`src/rtl/i2c_slave_ctrl.sv`:
```
// I2C target answering one 7-bit address: pointer byte, then 16-bit register write or read.
// Reg 0 mirrors Temp_data (read-only); regs 1..3 are writable. SDA is open-drain via Sda_oe.
`timescale 1ns/1ps
module i2c_slave_ctrl #(
  parameter logic [6:0]  SLAVE_ADDR = 7'h48,
  parameter logic [15:0] REG1_RST   = 16'h0000
) (
  input  logic        Clk,
  input  logic        Rst,
  input  logic        Scl_in,
  input  logic        Sda_in,
  output logic        Sda_oe,
  input  logic [15:0] Temp_data,
  output logic [15:0] Reg1_q,
  output logic [15:0] Reg2_q,
  output logic [15:0] Reg3_q,
  output logic        Reg_wr,
  output logic [1:0]  Reg_addr,
  output logic        Busy
);

  localparam logic [3:0] IDLE      = 4'd0;
  localparam logic [3:0] ADDR      = 4'd1;
  localparam logic [3:0] ACK_ADDR  = 4'd2;
  localparam logic [3:0] PTR       = 4'd3;
  localparam logic [3:0] ACK_PTR   = 4'd4;
  localparam logic [3:0] WR_MSB    = 4'd5;
  localparam logic [3:0] ACK_MSB   = 4'd6;
  localparam logic [3:0] WR_LSB    = 4'd7;
  localparam logic [3:0] ACK_LSB   = 4'd8;
  localparam logic [3:0] RD_MSB    = 4'd9;
  localparam logic [3:0] MACK_MSB  = 4'd10;
  localparam logic [3:0] RD_LSB    = 4'd11;
  localparam logic [3:0] MACK_LSB  = 4'd12;
  localparam logic [3:0] WAIT_STOP = 4'd13;

  function automatic logic [3:0] ack_next(input logic [3:0] st, input logic rw);
    case (st)
      ACK_ADDR: ack_next = rw ? RD_MSB : PTR;
      ACK_PTR:  ack_next = WR_MSB;
      ACK_MSB:  ack_next = WR_LSB;
      default:  ack_next = WAIT_STOP;
    endcase
  endfunction

  logic [2:0]  scl_sync_q, scl_sync_d, sda_sync_q, sda_sync_d;
  logic [3:0]  state_q, state_d;
  logic [2:0]  bit_cnt_q, bit_cnt_d;
  logic [6:0]  shift_in_q, shift_in_d;
  logic [15:0] shift_out_q, shift_out_d;
  logic [7:0]  msb_q, msb_d;
  logic [1:0]  ptr_q, ptr_d, reg_addr_q, reg_addr_d;
  logic        sda_oe_q, sda_oe_d, busy_q, busy_d, reg_wr_q, reg_wr_d;
  logic [15:0] r1_q, r1_d, r2_q, r2_d, r3_q, r3_d;
  logic [15:0] rd_word_s;
  logic [7:0]  byte_in_s;
  logic        scl_rise_s, scl_fall_s, sda_bit_s, start_s, stop_s;
  logic        counting_s, byte_done_s;

  assign scl_rise_s  = scl_sync_q[1] & ~scl_sync_q[2];
  assign scl_fall_s  = ~scl_sync_q[1] & scl_sync_q[2];
  assign sda_bit_s   = sda_sync_q[1];
  // Bus conditions only count while SCL has been stable high for two samples.
  assign start_s     = scl_sync_q[1] & scl_sync_q[2] & ~sda_sync_q[1] & sda_sync_q[2];
  assign stop_s      = scl_sync_q[1] & scl_sync_q[2] & sda_sync_q[1] & ~sda_sync_q[2];
  assign byte_in_s   = {shift_in_q, sda_bit_s};
  assign counting_s  = scl_rise_s & ((state_q == ADDR) || (state_q == PTR) ||
                       (state_q == WR_MSB) || (state_q == WR_LSB) ||
                       (state_q == RD_MSB) || (state_q == RD_LSB));
  assign byte_done_s = counting_s & (bit_cnt_q == 3'd7);

  // Input synchronisers plus one extra stage for edge detection.
  always_comb begin
    scl_sync_d = {scl_sync_q[1:0], Scl_in};
    sda_sync_d = {sda_sync_q[1:0], Sda_in};
  end

  // Word returned by a read of the current pointer.
  always_comb begin
    case (ptr_q)
      2'd1:    rd_word_s = r1_q;
      2'd2:    rd_word_s = r2_q;
      2'd3:    rd_word_s = r3_q;
      default: rd_word_s = Temp_data;
    endcase
  end

  // Transaction state machine and register-file next state.
  always_comb begin
    state_d     = state_q;
    bit_cnt_d   = bit_cnt_q;
    shift_in_d  = shift_in_q;
    shift_out_d = shift_out_q;
    msb_d       = msb_q;
    ptr_d       = ptr_q;
    sda_oe_d    = sda_oe_q;
    busy_d      = busy_q;
    r1_d        = r1_q;
    r2_d        = r2_q;
    r3_d        = r3_q;
    reg_wr_d    = 1'b0;
    reg_addr_d  = reg_addr_q;
    if (counting_s) begin
      shift_in_d = byte_in_s[6:0];
      bit_cnt_d  = bit_cnt_q + 3'd1;
    end else begin
      bit_cnt_d  = bit_cnt_q;
    end
    if (start_s) begin
      state_d   = ADDR;
      bit_cnt_d = 3'd0;
      sda_oe_d  = 1'b0;
    end else if (stop_s) begin
      state_d  = IDLE;
      sda_oe_d = 1'b0;
      busy_d   = 1'b0;
    end else begin
      case (state_q)
        IDLE: state_d = IDLE;
        ADDR: begin
          if (byte_done_s && (byte_in_s[7:1] == SLAVE_ADDR)) begin
            state_d = ACK_ADDR;
            busy_d  = 1'b1;
          end else if (byte_done_s) begin
            state_d = WAIT_STOP;
            busy_d  = 1'b0;
          end else begin
            state_d = ADDR;
          end
        end
        PTR: begin
          if (byte_done_s && (byte_in_s[7:2] != 6'd0)) begin
            state_d = WAIT_STOP;
            busy_d  = 1'b0;
          end else if (byte_done_s) begin
            ptr_d   = byte_in_s[1:0];
            state_d = ACK_PTR;
          end else begin
            state_d = PTR;
          end
        end
        WR_MSB: begin
          if (byte_done_s) begin
            msb_d   = byte_in_s;
            state_d = ACK_MSB;
          end else begin
            state_d = WR_MSB;
          end
        end
        WR_LSB: begin
          if (byte_done_s) begin
            state_d    = ACK_LSB;
            reg_wr_d   = (ptr_q != 2'd0);
            reg_addr_d = ptr_q;
            case (ptr_q)
              2'd1:    r1_d = {msb_q, byte_in_s};
              2'd2:    r2_d = {msb_q, byte_in_s};
              2'd3:    r3_d = {msb_q, byte_in_s};
              default: r1_d = r1_q;
            endcase
          end else begin
            state_d = WR_LSB;
          end
        end
        // First fall pulls SDA for the ack; the next fall ends it. A read starts its MSB there.
        ACK_ADDR, ACK_PTR, ACK_MSB, ACK_LSB: begin
          if (scl_fall_s && !sda_oe_q) begin
            sda_oe_d = 1'b1;
          end else if (scl_fall_s) begin
            state_d = ack_next(state_q, shift_in_q[0]);
            if ((state_q == ACK_ADDR) && shift_in_q[0]) begin
              sda_oe_d    = ~rd_word_s[15];
              shift_out_d = {rd_word_s[14:0], 1'b0};
            end else begin
              sda_oe_d    = 1'b0;
            end
          end else begin
            sda_oe_d = sda_oe_q;
          end
        end
        RD_MSB, RD_LSB: begin
          if (scl_fall_s) begin
            sda_oe_d    = ~shift_out_q[15];
            shift_out_d = {shift_out_q[14:0], 1'b0};
          end else if (byte_done_s) begin
            state_d = (state_q == RD_MSB) ? MACK_MSB : MACK_LSB;
          end else begin
            state_d = state_q;
          end
        end
        MACK_MSB, MACK_LSB: begin
          if (scl_fall_s) begin
            sda_oe_d = 1'b0;
          end else if (scl_rise_s && sda_bit_s) begin
            state_d = WAIT_STOP;
            busy_d  = 1'b0;
          end else if (scl_rise_s && (state_q == MACK_MSB)) begin
            state_d = RD_LSB;
          end else if (scl_rise_s) begin
            state_d     = RD_MSB;
            shift_out_d = rd_word_s;
          end else begin
            state_d = state_q;
          end
        end
        WAIT_STOP: begin
          sda_oe_d = 1'b0;
          busy_d   = 1'b0;
        end
        default: begin
          state_d  = IDLE;
          sda_oe_d = 1'b0;
          busy_d   = 1'b0;
        end
      endcase
    end
  end

  // State registers; synchronisers reset to the idle-high bus level.
  always_ff @(posedge Clk or negedge Rst) begin
    if (!Rst) begin
      scl_sync_q  <= 3'b111;
      sda_sync_q  <= 3'b111;
      state_q     <= IDLE;
      bit_cnt_q   <= 3'd0;
      shift_in_q  <= 7'd0;
      shift_out_q <= 16'd0;
      msb_q       <= 8'd0;
      ptr_q       <= 2'd0;
      sda_oe_q    <= 1'b0;
      busy_q      <= 1'b0;
      r1_q        <= REG1_RST;
      r2_q        <= 16'd0;
      r3_q        <= 16'd0;
      reg_wr_q    <= 1'b0;
      reg_addr_q  <= 2'd0;
    end else begin
      scl_sync_q  <= scl_sync_d;
      sda_sync_q  <= sda_sync_d;
      state_q     <= state_d;
      bit_cnt_q   <= bit_cnt_d;
      shift_in_q  <= shift_in_d;
      shift_out_q <= shift_out_d;
      msb_q       <= msb_d;
      ptr_q       <= ptr_d;
      sda_oe_q    <= sda_oe_d;
      busy_q      <= busy_d;
      r1_q        <= r1_d;
      r2_q        <= r2_d;
      r3_q        <= r3_d;
      reg_wr_q    <= reg_wr_d;
      reg_addr_q  <= reg_addr_d;
    end
  end

  assign Sda_oe   = sda_oe_q;
  assign Busy     = busy_q;
  assign Reg1_q   = r1_q;
  assign Reg2_q   = r2_q;
  assign Reg3_q   = r3_q;
  assign Reg_wr   = reg_wr_q;
  assign Reg_addr = reg_addr_q;

endmodule

```
`config.mk`:
```
export PLATFORM = sky130hd
export DESIGN_NAME = i2c_slave_ctrl
export DESIGN_NICKNAME = d
export VERILOG_FILES = /design/src/rtl/i2c_slave_ctrl.sv
export SDC_FILE = /design/constraint.sdc
export NUM_CORES = 1
export LEC_CHECK = 0
export ABC_AREA = 1
export CORE_UTILIZATION = 45
export CTS_CLUSTER_SIZE = 20
export DETAILED_ROUTE_END_ITERATION = 10
export GPL_ROUTABILITY_DRIVEN = 0
export PLACE_DENSITY = 0.76
export SLEW_MARGIN = 15
export SYNTH_ARGS = -nofsm -noshare
export SYNTH_HDL_FRONTEND = slang
export SYNTH_SLANG_ARGS = --single-unit
```
`constraint.sdc`:
```
create_clock -name Clk -period 2.5 [get_ports Clk]
set_input_delay 0.5 -clock Clk [delete_from_list [all_inputs] [get_ports Clk]]
set_output_delay 0.5 -clock Clk [all_outputs]
set_load 0.01 [all_outputs]
```
=== Yosys cells after proc, flatten, opt, wreduce, memory -nomap -nowiden ===
Cells that the tools add are included.
W data, S select, Z words.

* Word-level logic and storage cells: 159
* Input port bits: 20
* Register bits after elaboration: 99
* Output and inout bits: 53

* Equality and inequality tests: 42
* Reductions and logical operators: 32
* Muxes and demuxes: 51
* Bitwise gates (word level): 18
* Add/subtract/negate cells: 1

{| class="wikitable"
|+ Operators by type and width
! cell !! number
|-
| $mux W16 || 8
|-
| $pmux W16 S3 || 2
|-
| $mux W4 || 15
|-
| $pmux W4 S8 || 1
|-
| $ne A4 B4 Y1 const B || 7
|-
| $eq A4 B4 Y1 const B || 6
|-
| $reduce_and A5 Y1 || 4
|-
| $mux W1 || 17
|-
| $eq A4 B3 Y1 const B || 4
|-
| $ne A2 B2 Y1 const B || 8
|-
| $mux W3 || 4
|-
| $pmux W4 S3 || 1
|-
| $reduce_and A4 Y1 || 3
|-
| $reduce_and A11 Y1 || 1
|-
| $and A1 B1 Y1 || 9
|-
| $ne A3 B3 Y1 const B || 3
|-
| $not A1 Y1 || 9
|-
| $reduce_or A9 Y1 || 1
|-
| $eq A4 B2 Y1 const B || 2
|-
| $pmux W1 S4 || 2
|-
| $eq A7 B7 Y1 const B || 1
|-
| $reduce_and A7 Y1 || 1
|-
| $logic_and A1 B1 Y1 || 6
|-
| $ne A6 B6 Y1 const B || 1
|-
| 21 further kinds || 28
|}

=== Depth between registers and ports, before layout ===
Gate-level depths: netlist of the first run.

* Word-level depth: 13
* Depth in mapped cells: 13
* Depth with buffers taken out: 12

=== Worst setup path after synthesis of the first run ===
OpenSTA, ideal clock, no wires.

* Path type: reg-to-reg
* Start: register scl_sync_q[1]
* End: register r3_q[1] (netlist: Reg3_q[1])
* Cell stages (with the launch flop): 11
* Path buffers: 1
* Required time: 2.376 ns
* Slack: 0.800 ns
* Clock period less this slack: 1.700 ns
* Arrival: 1.575 ns
* Setup time: 0.124 ns
* Cell sequence: dfstp_2 > nand2_1 > nor2_8 > nand2_4 > inv_4 > nand2_2 > inv_2 > nand3_2 > buf_2 > nand2_1 > o21ai_1

* Word-level cells in the longest chain between the ends: 5
* Elaborated cells on any way between the ends: 11
* Classes of those cells: bitwise (10); reduce/logical (1)

{| class="wikitable"
|+ RTL lines
! what !! RTL line !! text
|-
| start: declaration || 46 || <nowiki>logic [2:0] scl_sync_q, scl_sync_d, sda_sync_q, sda_sync_d;</nowiki>
|-
| start signal: assignment || 238 || <nowiki>scl_sync_q <= scl_sync_d;</nowiki>
|-
| $and A1 B1 Y1 || 64, 65 ||
|-
| $and A1 B1 Y1 (on tied branches) (2 in series) || 65, 64 ||
|-
| $not A1 Y1 (no line) || n/a ||
|-
| $reduce_and A5 Y1 (no line) * || n/a ||
|-
| end signal: assignment || 250 || <nowiki>r3_q <= r3_d;</nowiki>
|-
| end: declaration || 54 || <nowiki>logic [15:0] r1_q, r1_d, r2_q, r2_d, r3_q, r3_d;</nowiki>
|}

Mark *: on every way between the ends. The rest lies on a longest branch, timed or not.
A chain may end at the register's enable or synchronous reset.

=== Worst setup path in the final report of the first run ===
* Start: register ptr_q[0]
* End: register r1_q[5] (netlist: Reg1_q[5])

* Word-level cells in the longest chain between the ends: 2

{| class="wikitable"
|+ RTL lines
! what !! RTL line !! text
|-
| start: declaration || 52 || <nowiki>logic [1:0] ptr_q, ptr_d, reg_addr_q, reg_addr_d;</nowiki>
|-
| start signal: assignment || 245 || <nowiki>ptr_q <= ptr_d;</nowiki>
|-
| $eq A2 B1 Y1 || 155 || <nowiki>case (ptr_q)</nowiki>
|-
| $reduce_and A5 Y1 (no line) || n/a ||
|-
| end signal: assignment || 248 || <nowiki>r1_q <= r1_d;</nowiki>
|-
| end: declaration || 54 ||
|}

Every way passes these cells.

==> impl_results.md, run 1 <==
- GR Util met2: 38.8%
- Final TNS setup: 0 ps
- Share of the synthesized area in the top cell type: 46.9%
- DRC Markers: 0
- Syn Std Cell Area: 4960 sq um
- Post-synthesis average cell area: 7.62 sq um
- Highest clock rate: 0.446 GHz
- Pwr dens: 595 nW/um^2
- Busiest grt layer: met2
- Worst slack, placed: 261 ps
- Dominant cells by area after synthesis: dfrtp_1 47%, nand2_1 17%, o21ai_0 9.6%
- Worst-Skew Late Latency: 390 ps
- Crit path kind: reg -> reg
- Vias in the first global route: 4457
- CP arrival: 2540 ps
- Post-synth top flop: dfrtp_1
- Cells after Synth: 651
- Clk root buf: clkbuf_8
- Per-cell routed wire length: 15.6 um
- Proportion of layout cells with a drive suffix above 1: 7.01%
- Number of cells on the worst hold path: 0
- Synth area leader: dfrtp_1
- Hold buffers post-CTS: 1
- Synth-to-Final Area Change: 21.9%
- RSZ-0062 raised after global routing: false
- Vias: 4693
- Die width: 107 um
- Fill cells: 971
- Grt ovf: 0
- CTS Buffer Depth: 2
- Max-Cap Viols: 0
- Sequential-to-total area share from yosys stat: 50.1%
- Largest net degree at the start of global routing: 51
- CP endpoint kind: register
- DRT antenna net count: 0
- Grt met1 use: 37.0%
- Clk sink count: 99
- Setup Fix Bufs, Post-CTS: 0
- Port bufs: 72
- # resized after CTS: 0
- Worst setup margin: 260 ps
- Pre-antenna DRT Iters: 6
- Hold path start: scl_sync_q[0]
- Peak VDD IR: 0.397 mV
- Period utilization: 89.6%
- DIE HEIGHT: 107 um
- Tot GR Track Use: 25.7%
- Multi-input gate area: 2180 sq um
- Slew @ Worst Pin: 970 ps
- Max Slew Vio Count: 0
- First DRT Iteration DRCs: 331
- Hpwl dp: 9960 um
- Slowest CP cell: nor2_1
- Final net count: 745
- Register-to-register path setup slack: 260 ps
- # diodes: 0
- Flops & latches, synth: 99
- R2R Path End: Reg1_q[5]
- Worst EP required: 2800 ps
- Final Hold Viols: 0
- Status: finished clean
- CTS H-Tree Depth: 3
- Crit-path max cell delay: 740 ps
- Site Rows: 37
- CTS tree: done
- Worst R2R Path Depth: 4
- Total wire length: 13500 um
- Worst R2R Start: ptr_q[0]
- Crit path from: ptr_q[0]
- Die ar.: 11400 sq um
- # setup viols final: 0
- First-pass GRT wire length: 22600 um
- CTS buffer count: 9
- Initial antenna violation count: 0
- Static Leakage: 0.00270 uW
- DR vias/cell: 5.43
- Met3 Usage GRT: 6.08%
- Post-synth EDFFs: 0
- Placeable Area: 10500 sq um
- Netlist cell types: 29
- Final Core Density: 57.5%
- Hold EP: scl_sync_q[1]
- Worst hold path type: reg -> reg
- Synth async-reset ratio: 100%
- Syn_nets: 673
- Cells along the critical path: inv_1 > nor2_1 > nand2_2 > o21ai_0
- Critical Path Source Type: register
- Worst-path clk slew: 100 ps
- Final Skew: 13.6 ps
- Register area: 2480 sq um
- Yosys synthesis warning count: 0
- Final min period: 2240 ps
- Max FO, Critical Path: 32
- Slew margin rel.: 35.1%
- Top-Level Pins: 73
- Starting density of the core: 47.2%
## cell families (layout without fill, tap and decap cells)
group,count (synthesis),in the layout,share of synthesized area [%]
AND/OR/NAND/NOR,341,341,28.6
AO/OA/AOI/OAI,138,138,14.9
adder cells (fa/ha/maj),2,2,0.504
flip-flops,99,99,50.1
buffers and inverters,71,148,5.93
## how the worst max path moves through the flow
stage / end / slack (ps) / cells past startpoint
after floorplan: Reg3_q[1] / 800 / 10
after global placement: Reg2_q[12] / 390 / 9
after detailed placement: Reg1_q[11] / 260 / 4
after CTS: Reg1_q[11] / 240 / 4
after global routing: Reg2_q[14] / 80 / 9
final: Reg1_q[5] / 260 / 4
## routing by layer
layer / vias to the layer above / wire length [um]
met5: - / 0
met4: 0 / 219
met3: 21 / 967
met2: 182 / 6120
met1: 2225 / 6200
li1: 2265 / -
## through the flow
stage	total power, uW	std cells	hold WS, ps	instance area, sq um
floorplan	2300	651	204	4960
finish	3600	864	362	6050
CTS	3610	864	362	6050
global placement	2510	847	346	5830
detailed placement	2530	847	347	5830
global route	3810	864	365	6050
## registers in the layout, indices dropped and copies added, names as in the netlist
signal,flops
msb_q,8
Sda_oe,1
Reg3_q,16
ptr_q,2
state_q,4
Reg1_q,16
scl_sync_q,3
Reg2_q,16
shift_in_q,7
Reg_wr,1
Reg_addr,2
shift_out_q,16
Busy,1
sda_sync_q,3
bit_cnt_q,3
## power by group
group          leakage (uW)  internal, uW  switching, uW
registers           0.00127          1770            127
clock network      0.000103           504            585
logic               0.00133           199            412
total               0.00270          2470           1120
## Yosys cell counts (3+ instances only)
| library cell | count |
|---|---|
| o211ai_1 | 17 |
| inv_2 | 4 |
| nor2_1 | 46 |
| o21ai_0 | 95 |
| dfrtp_1 | 93 |
| o21ai_1 | 19 |
| nand2_1 | 228 |
| a21oi_1 | 5 |
| buf_2 | 11 |
| dfstp_2 | 6 |
| nand2_2 | 5 |
| clkbuf_1 | 10 |
| nor2_2 | 3 |
| nand3_1 | 46 |
| inv_1 | 43 |
| nand4_1 | 4 |
## final cells by class
| type | instances | share of cell area, % |
|---|---|---|
| clock inverter | 4 | 0.972 |
| clock buffer | 12 | 2.40 |
| multi-input combinational | 481 | 36.1 |
| timing repair buffer | 84 | 13.6 |
| inverter | 48 | 3.02 |
| tap | 136 | 2.81 |
| sequential | 99 | 41.1 |
## worst max-delay path: cells and delay by family, from the launching register on
family | cells | cell delay [ps]
AO/OA/AOI/OAI | 1 | 330
buffers and inverters | 1 | 80
flip-flops | 1 | 460
AND/OR/NAND/NOR | 2 | 1280
## layout by cell type (no fill, tap or decap), types with 2 or more instances in the layout
cell,instances
a21oi_1,5
buf_4,11
clkbuf_1,2
clkbuf_8,10
clkdlybuf4s50_1,71
dfrtp_1,93
dfstp_2,6
ha_1,2
inv_1,43
inv_2,4
nand2_1,228
nand2_2,5
nand3_1,46
nand3_2,2
nand4_1,4
nor2_1,46
nor2_2,3
nor3_1,2
o211ai_1,17
o21ai_0,95
o21ai_1,19
Power figures use the tool's default switching activity.
==> run 2, diff against run 1 <==
--- a/config.mk
+++ b/config.mk
@@ -11,6 +11,7 @@
 export DETAILED_ROUTE_END_ITERATION = 10
 export GPL_ROUTABILITY_DRIVEN = 0
 export PLACE_DENSITY = 0.76
+export REMOVE_ABC_BUFFERS = 1
 export SLEW_MARGIN = 15
 export SYNTH_ARGS = -nofsm -noshare
 export SYNTH_HDL_FRONTEND = slang
==> impl_results.md, run 2 (synthesis results as in run 1) <==
- # diodes: 0
- Buf+Inv Stages, Crit Path: 2
- Pre-antenna DRT Iters: 5
- Hold buffers post-CTS: 0
- Starting density of the core: 47.2%
- CP arrival: 2530 ps
- CTS H-Tree Depth: 3
- # resized after CTS: 0
- Pwr dens: 586 nW/um^2
- Final Core Density: 57.3%
- Final Skew: 9.56 ps
- Max Slew Vio Count: 0
- DRT antenna net count: 0
- Final Hold Viols: 0
- Crit-path max cell delay: 570 ps
- Cells along the critical path: nand2_1 > nor2_8 > nand2_4 > inv_4 > nand2_2 > inv_2 > nand2_2 > o21ai_0
- Max FO, Critical Path: 32
- Slew margin rel.: 60.0%
- Worst EP required: 2790 ps
- # setup viols final: 0
- Final net count: 743
- Worst-path clk slew: 100 ps
- Proportion of layout cells with a drive suffix above 1: 7.02%
- Status: finished clean
- Placed Instances: 846
- Static Leakage: 0.00269 uW
- First-pass GRT wire length: 22800 um
- DIE HEIGHT: 107 um
- Highest clock rate: 0.447 GHz
- Final min period: 2240 ps
- Commonest cells after routing, fill and taps aside: 228 x nand2_1, 95 x o21ai_0, 93 x dfrtp_1
- Commonest non-fill, non-tap cell in the layout: nand2_1
- Clk sink count: 99
- Hpwl dp: 9890 um
- Total wire length: 13900 um
- Peak VDD IR: 0.505 mV
- Grt ovf: 0
- Crit path from: scl_sync_q[1]
- Tot GR Track Use: 26.0%
- CP endpoint kind: register
- Final Cell Area: 6020 sq um
- CTS tree: done
- Synth-to-Final Area Change: 21.4%
- Placeable Area: 10500 sq um
- Most used cell, CP: nand2_2
- DR vias/cell: 5.47
- Final std cells w/o fill: 862
- DP Area: 5840 sq um
- Die width: 107 um
- Family with the most delay on the worst path: simple AND/OR/NAND/NOR gates
- Vias in the first global route: 4529
- Crit path kind: reg -> reg
- Vias: 4716
- Top-Level Pins: 73
- Initial antenna violation count: 0
- Worst R2R Start: scl_sync_q[1]
- Max-Cap Viols: 0
- Final TNS setup: 0 ps
- DRC Markers: 0
- First DRT Iteration DRCs: 310
- Setup Fix Bufs, Post-CTS: 0
- Slowest CP cell: dfstp_2
- Die ar.: 11400 sq um
- Clk root buf: clkbuf_8
- Site Rows: 37
- CTS buffer count: 9
- Port bufs: 72
- Critical Path Source Type: register
- Worst hold path type: in -> async
- Worst-Skew Late Latency: 390 ps
- Period utilization: 89.5%
- RSZ-0062 raised after global routing: false
- CTS Buffer Depth: 2
- Largest net degree at the start of global routing: 48
- Per-cell routed wire length: 16.1 um
- Slew @ Worst Pin: 599 ps
## run 2: worst paths after layout
kind | slack (ps) | cells after the start | to
worst min register to register | 350 | 0 | sda_sync_q[1]
worst max-delay path | 260 | 8 | Reg1_q[14]
worst min-delay path | 80 | 1 | Reg2_q[12]
worst max register to register | 260 | 8 | Reg1_q[14]
min in group Clk | 350 | 0 | sda_sync_q[1]
max in group asynchronous | 1750 | 2 | sda_sync_q[0]
## run 2: layer usage
layer,track usage [%],wire [um]
met5,0,0
met4,6.85,154
met3,6.50,1140
met2,39.9,6410
met1,36.7,6160
## run 2: area by class of cell
cell class,count,area [sq um]
tap,136,170
clock inverter,5,43.8
inverter,48,183
fill,972,4490
multi-input combinational,481,2180
sequential,99,2480
clock buffer,11,141
timing repair buffer,82,818
## run 2: where the power goes
group	switching [uW]	total, uW	leakage, uW	internal [uW]
sequential	126	1900	0.00127	1770
clock	604	1010	0.0000885	404
combinational	424	623	0.00133	199
total	1150	3530	0.00269	2380
## run 2: stage by stage
step,hold WS (ps),total power [uW],setup slack (ps)
final,75.4,3530,262
after global routing,97.9,3730,70.2
after CTS,81.3,3530,282
after detailed placement,347,2540,318
after global placement,347,2500,408
after floorplan,204,2300,347
## run 2: worst reg2reg max path, stage by stage (launching register included)
cell,delay [ps]
dfstp_2,570
nand2_1,170
nor2_8,290
nand2_4,120
inv_4,110
nand2_2,100
inv_2,110
nand2_2,330
o21ai_0,340
==> run 3, diff against run 2 <==
--- a/config.mk
+++ b/config.mk
@@ -6,11 +6,13 @@
 export NUM_CORES = 1
 export LEC_CHECK = 0
 export ABC_AREA = 1
-export CORE_UTILIZATION = 45
+export CELL_PAD_IN_SITES_DETAIL_PLACEMENT = 1
+export CELL_PAD_IN_SITES_GLOBAL_PLACEMENT = 2
+export CORE_UTILIZATION = 31
 export CTS_CLUSTER_SIZE = 20
 export DETAILED_ROUTE_END_ITERATION = 10
 export GPL_ROUTABILITY_DRIVEN = 0
-export PLACE_DENSITY = 0.76
+export PLACE_DENSITY = 0.87
 export REMOVE_ABC_BUFFERS = 1
 export SLEW_MARGIN = 15
 export SYNTH_ARGS = -nofsm -noshare
==> constraint.sdc (replaced) <==
create_clock -name Clk -period 2.1 [get_ports Clk]
set_input_delay 0.42 -clock Clk [delete_from_list [all_inputs] [get_ports Clk]]
set_output_delay 0.42 -clock Clk [all_outputs]
set_load 0.01 [all_outputs]
==> impl_results.md, run 3 (synthesis results as in run 1) <==
- Synth-to-Final Area Change: 28.7%
- Sw Ratio: 30.6%
- Part of the power in registers: 47.5%
- Fill cells: 1894
- Pre-antenna DRT Iters: 4
- Per-cell routed wire length: 17.4 um
- Die width: 129 um
- Commonest cells after routing, fill and taps aside: 228 x nand2_1, 95 x o21ai_0, 93 x dfrtp_1
- DIE HEIGHT: 129 um
- Port bufs: 72
- Cells along the critical path: inv_2 > nand2_1 > nor2_1 > nor2_1 > nand2_1 > nor2_1 > nand2_1 > nand3_1 > inv_1 > nand3_1 > nand2_1
- Placeable Area: 15400 sq um
- Tot GR Track Use: 21.5%
- Worst hold path type: reg -> reg
- Worst setup margin: 156 ps
- Final min period: 1940 ps
- Multi-input gate area: 2200 sq um
- Period utilization: 92.6%
- Placed Instances: 939
- Status: finished clean
- RSZ-0062 raised after global routing: false
- Worst EP required: 2340 ps
- Most used cell, CP: nand2_1
- First DRT Iteration DRCs: 281
- Slowest CP cell: dfrtp_1
- Final Cell Area: 6390 sq um
- # setup viols final: 0
- Final Hold Viols: 0
- Peak VDD IR: 0.423 mV
- Combinational share of power: 16.5%
- Proportion of layout cells with a drive suffix above 1: 9.80%
- Top-Level Pins: 73
- Starting density of the core: 32.2%
- Slew margin rel.: 72.7%
- Slew @ Worst Pin: 408 ps
- Worst slack, placed: 31.5 ps
- Max Slew Vio Count: 0
- Total internal power: 3310 uW
- Max-Cap Viols: 0
- Worst-path clk slew: 70 ps
- Clk sink count: 99
- Pwr dens: 747 nW/um^2
- DP Area: 6050 sq um
- Worst-Skew Late Latency: 360 ps
- Clk root buf: clkbuf_16
- CTS H-Tree Depth: 3
- WHS: 365 ps
- # diodes: 0
- Site Rows: 45
- Crit-path max cell delay: 500 ps
- Final net count: 762
- Critical Path Source Type: register
- Setup Fix Bufs, Post-CTS: 0
- CP endpoint kind: register
- Max FO, Critical Path: 7
- CTS tree: done
- Grt ovf: 0
- Register area: 2480 sq um
- CTS Buffer Depth: 2
- Switching pwr: 1460 uW
- Static Leakage: 0.00285 uW
- Final TNS setup: 0 ps
- Clock Power Share: 36.0%
- Crit path kind: reg -> reg
- DR vias/cell: 5.01
- DRT antenna net count: 0
- Hpwl dp: 12700 um
- CTS buffer count: 9
- Die ar.: 16500 sq um
- Initial antenna violation count: 1
- Highest clock rate: 0.514 GHz
- Largest net degree at the start of global routing: 40
- Vias: 4788
- Total wire length: 16600 um
- Vias in the first global route: 5058
- CP arrival: 2190 ps
- Final std cells w/o fill: 956
- Commonest non-fill, non-tap cell in the layout: nand2_1
- Final Skew: 15.3 ps
- DRC Markers: 0
- First-pass GRT wire length: 26900 um
run 3: cell count changes in the layout (fill, tap and decap cells not counted), sizes merged:
cell,before,now
buf,11,29
clkinvlp,2,0
bufinv,0,1
clkinv,0,1
dlygate4sd3,0,1
run 3: path summary, 6_finish.rpt:
| kind | startpoint | end | slack, ps | cells past startpoint |
|---|---|---|---|---|
| max | state_q[0] | state_q[2] | 160 | 11 |
| min | sda_sync_q[0] | sda_sync_q[1] | 370 | 0 |
| max reg2reg | state_q[0] | state_q[2] | 160 | 11 |
| min reg2reg | sda_sync_q[0] | sda_sync_q[1] | 370 | 0 |
| max in group asynchronous | Rst | sda_sync_q[1] | 960 | 3 |
| min in group asynchronous | Rst | Reg2_q[12] | 510 | 2 |
run 3: stage by stage:
| step | power [uW] | utilization [%] |
|---|---|---|
| finish | 4770 | 41.4 |
| global route | 5020 | 41.4 |
| CTS | 4830 | 41.3 |
| detailed placement | 3100 | 39.2 |
| global placement | 3040 | 39.2 |
| floorplan | 2740 | - |
run 3: layout make-up:
| class | count | area share [%] |
|---|---|---|
| clock buffer | 11 | 3.64 |
| clock inverter | 5 | 1.06 |
| inverter | 48 | 2.86 |
| multi-input combinational | 481 | 34.5 |
| sequential | 99 | 38.9 |
| tap | 211 | 4.13 |
| timing repair buffer | 101 | 14.9 |
run 3: power by group through the flow:
stage / combinational, uW / sequential [uW] / clock, uW
2_1_floorplan: 486 / 2250 / 0
3_3_place_gp: 755 / 2290 / 0
3_5_place_dp: 796 / 2300 / 0
4_1_cts: 802 / 2270 / 1760
5_1_grt: 904 / 2290 / 1830
6_report: 788 / 2270 / 1720
run 3: timing repair:
action	CTS	global route
hold endpoints to repair	24	0
hold buffers	1	0
setup endpoints to repair	0	34
gates resized for setup	0	6
run 3: worst max-delay path: cells and delay by family (launching register included):
family | cells | cell delay, ps
buf+inv | 2 | 180
simple gates | 9 | 1160
flops | 1 | 500
run 3: routing by layer:
| layer | wire (um) | up-vias | global-route usage [%] |
|---|---|---|---|
| met2 | 8000 | 95 | 34.9 |
| met3 | 525 | 19 | 2.79 |
| li1 | - | 2311 | - |
| met1 | 7760 | 2363 | 29.0 |
| met5 | 0 | - | 0 |
| met4 | 314 | 0 | 8.79 |
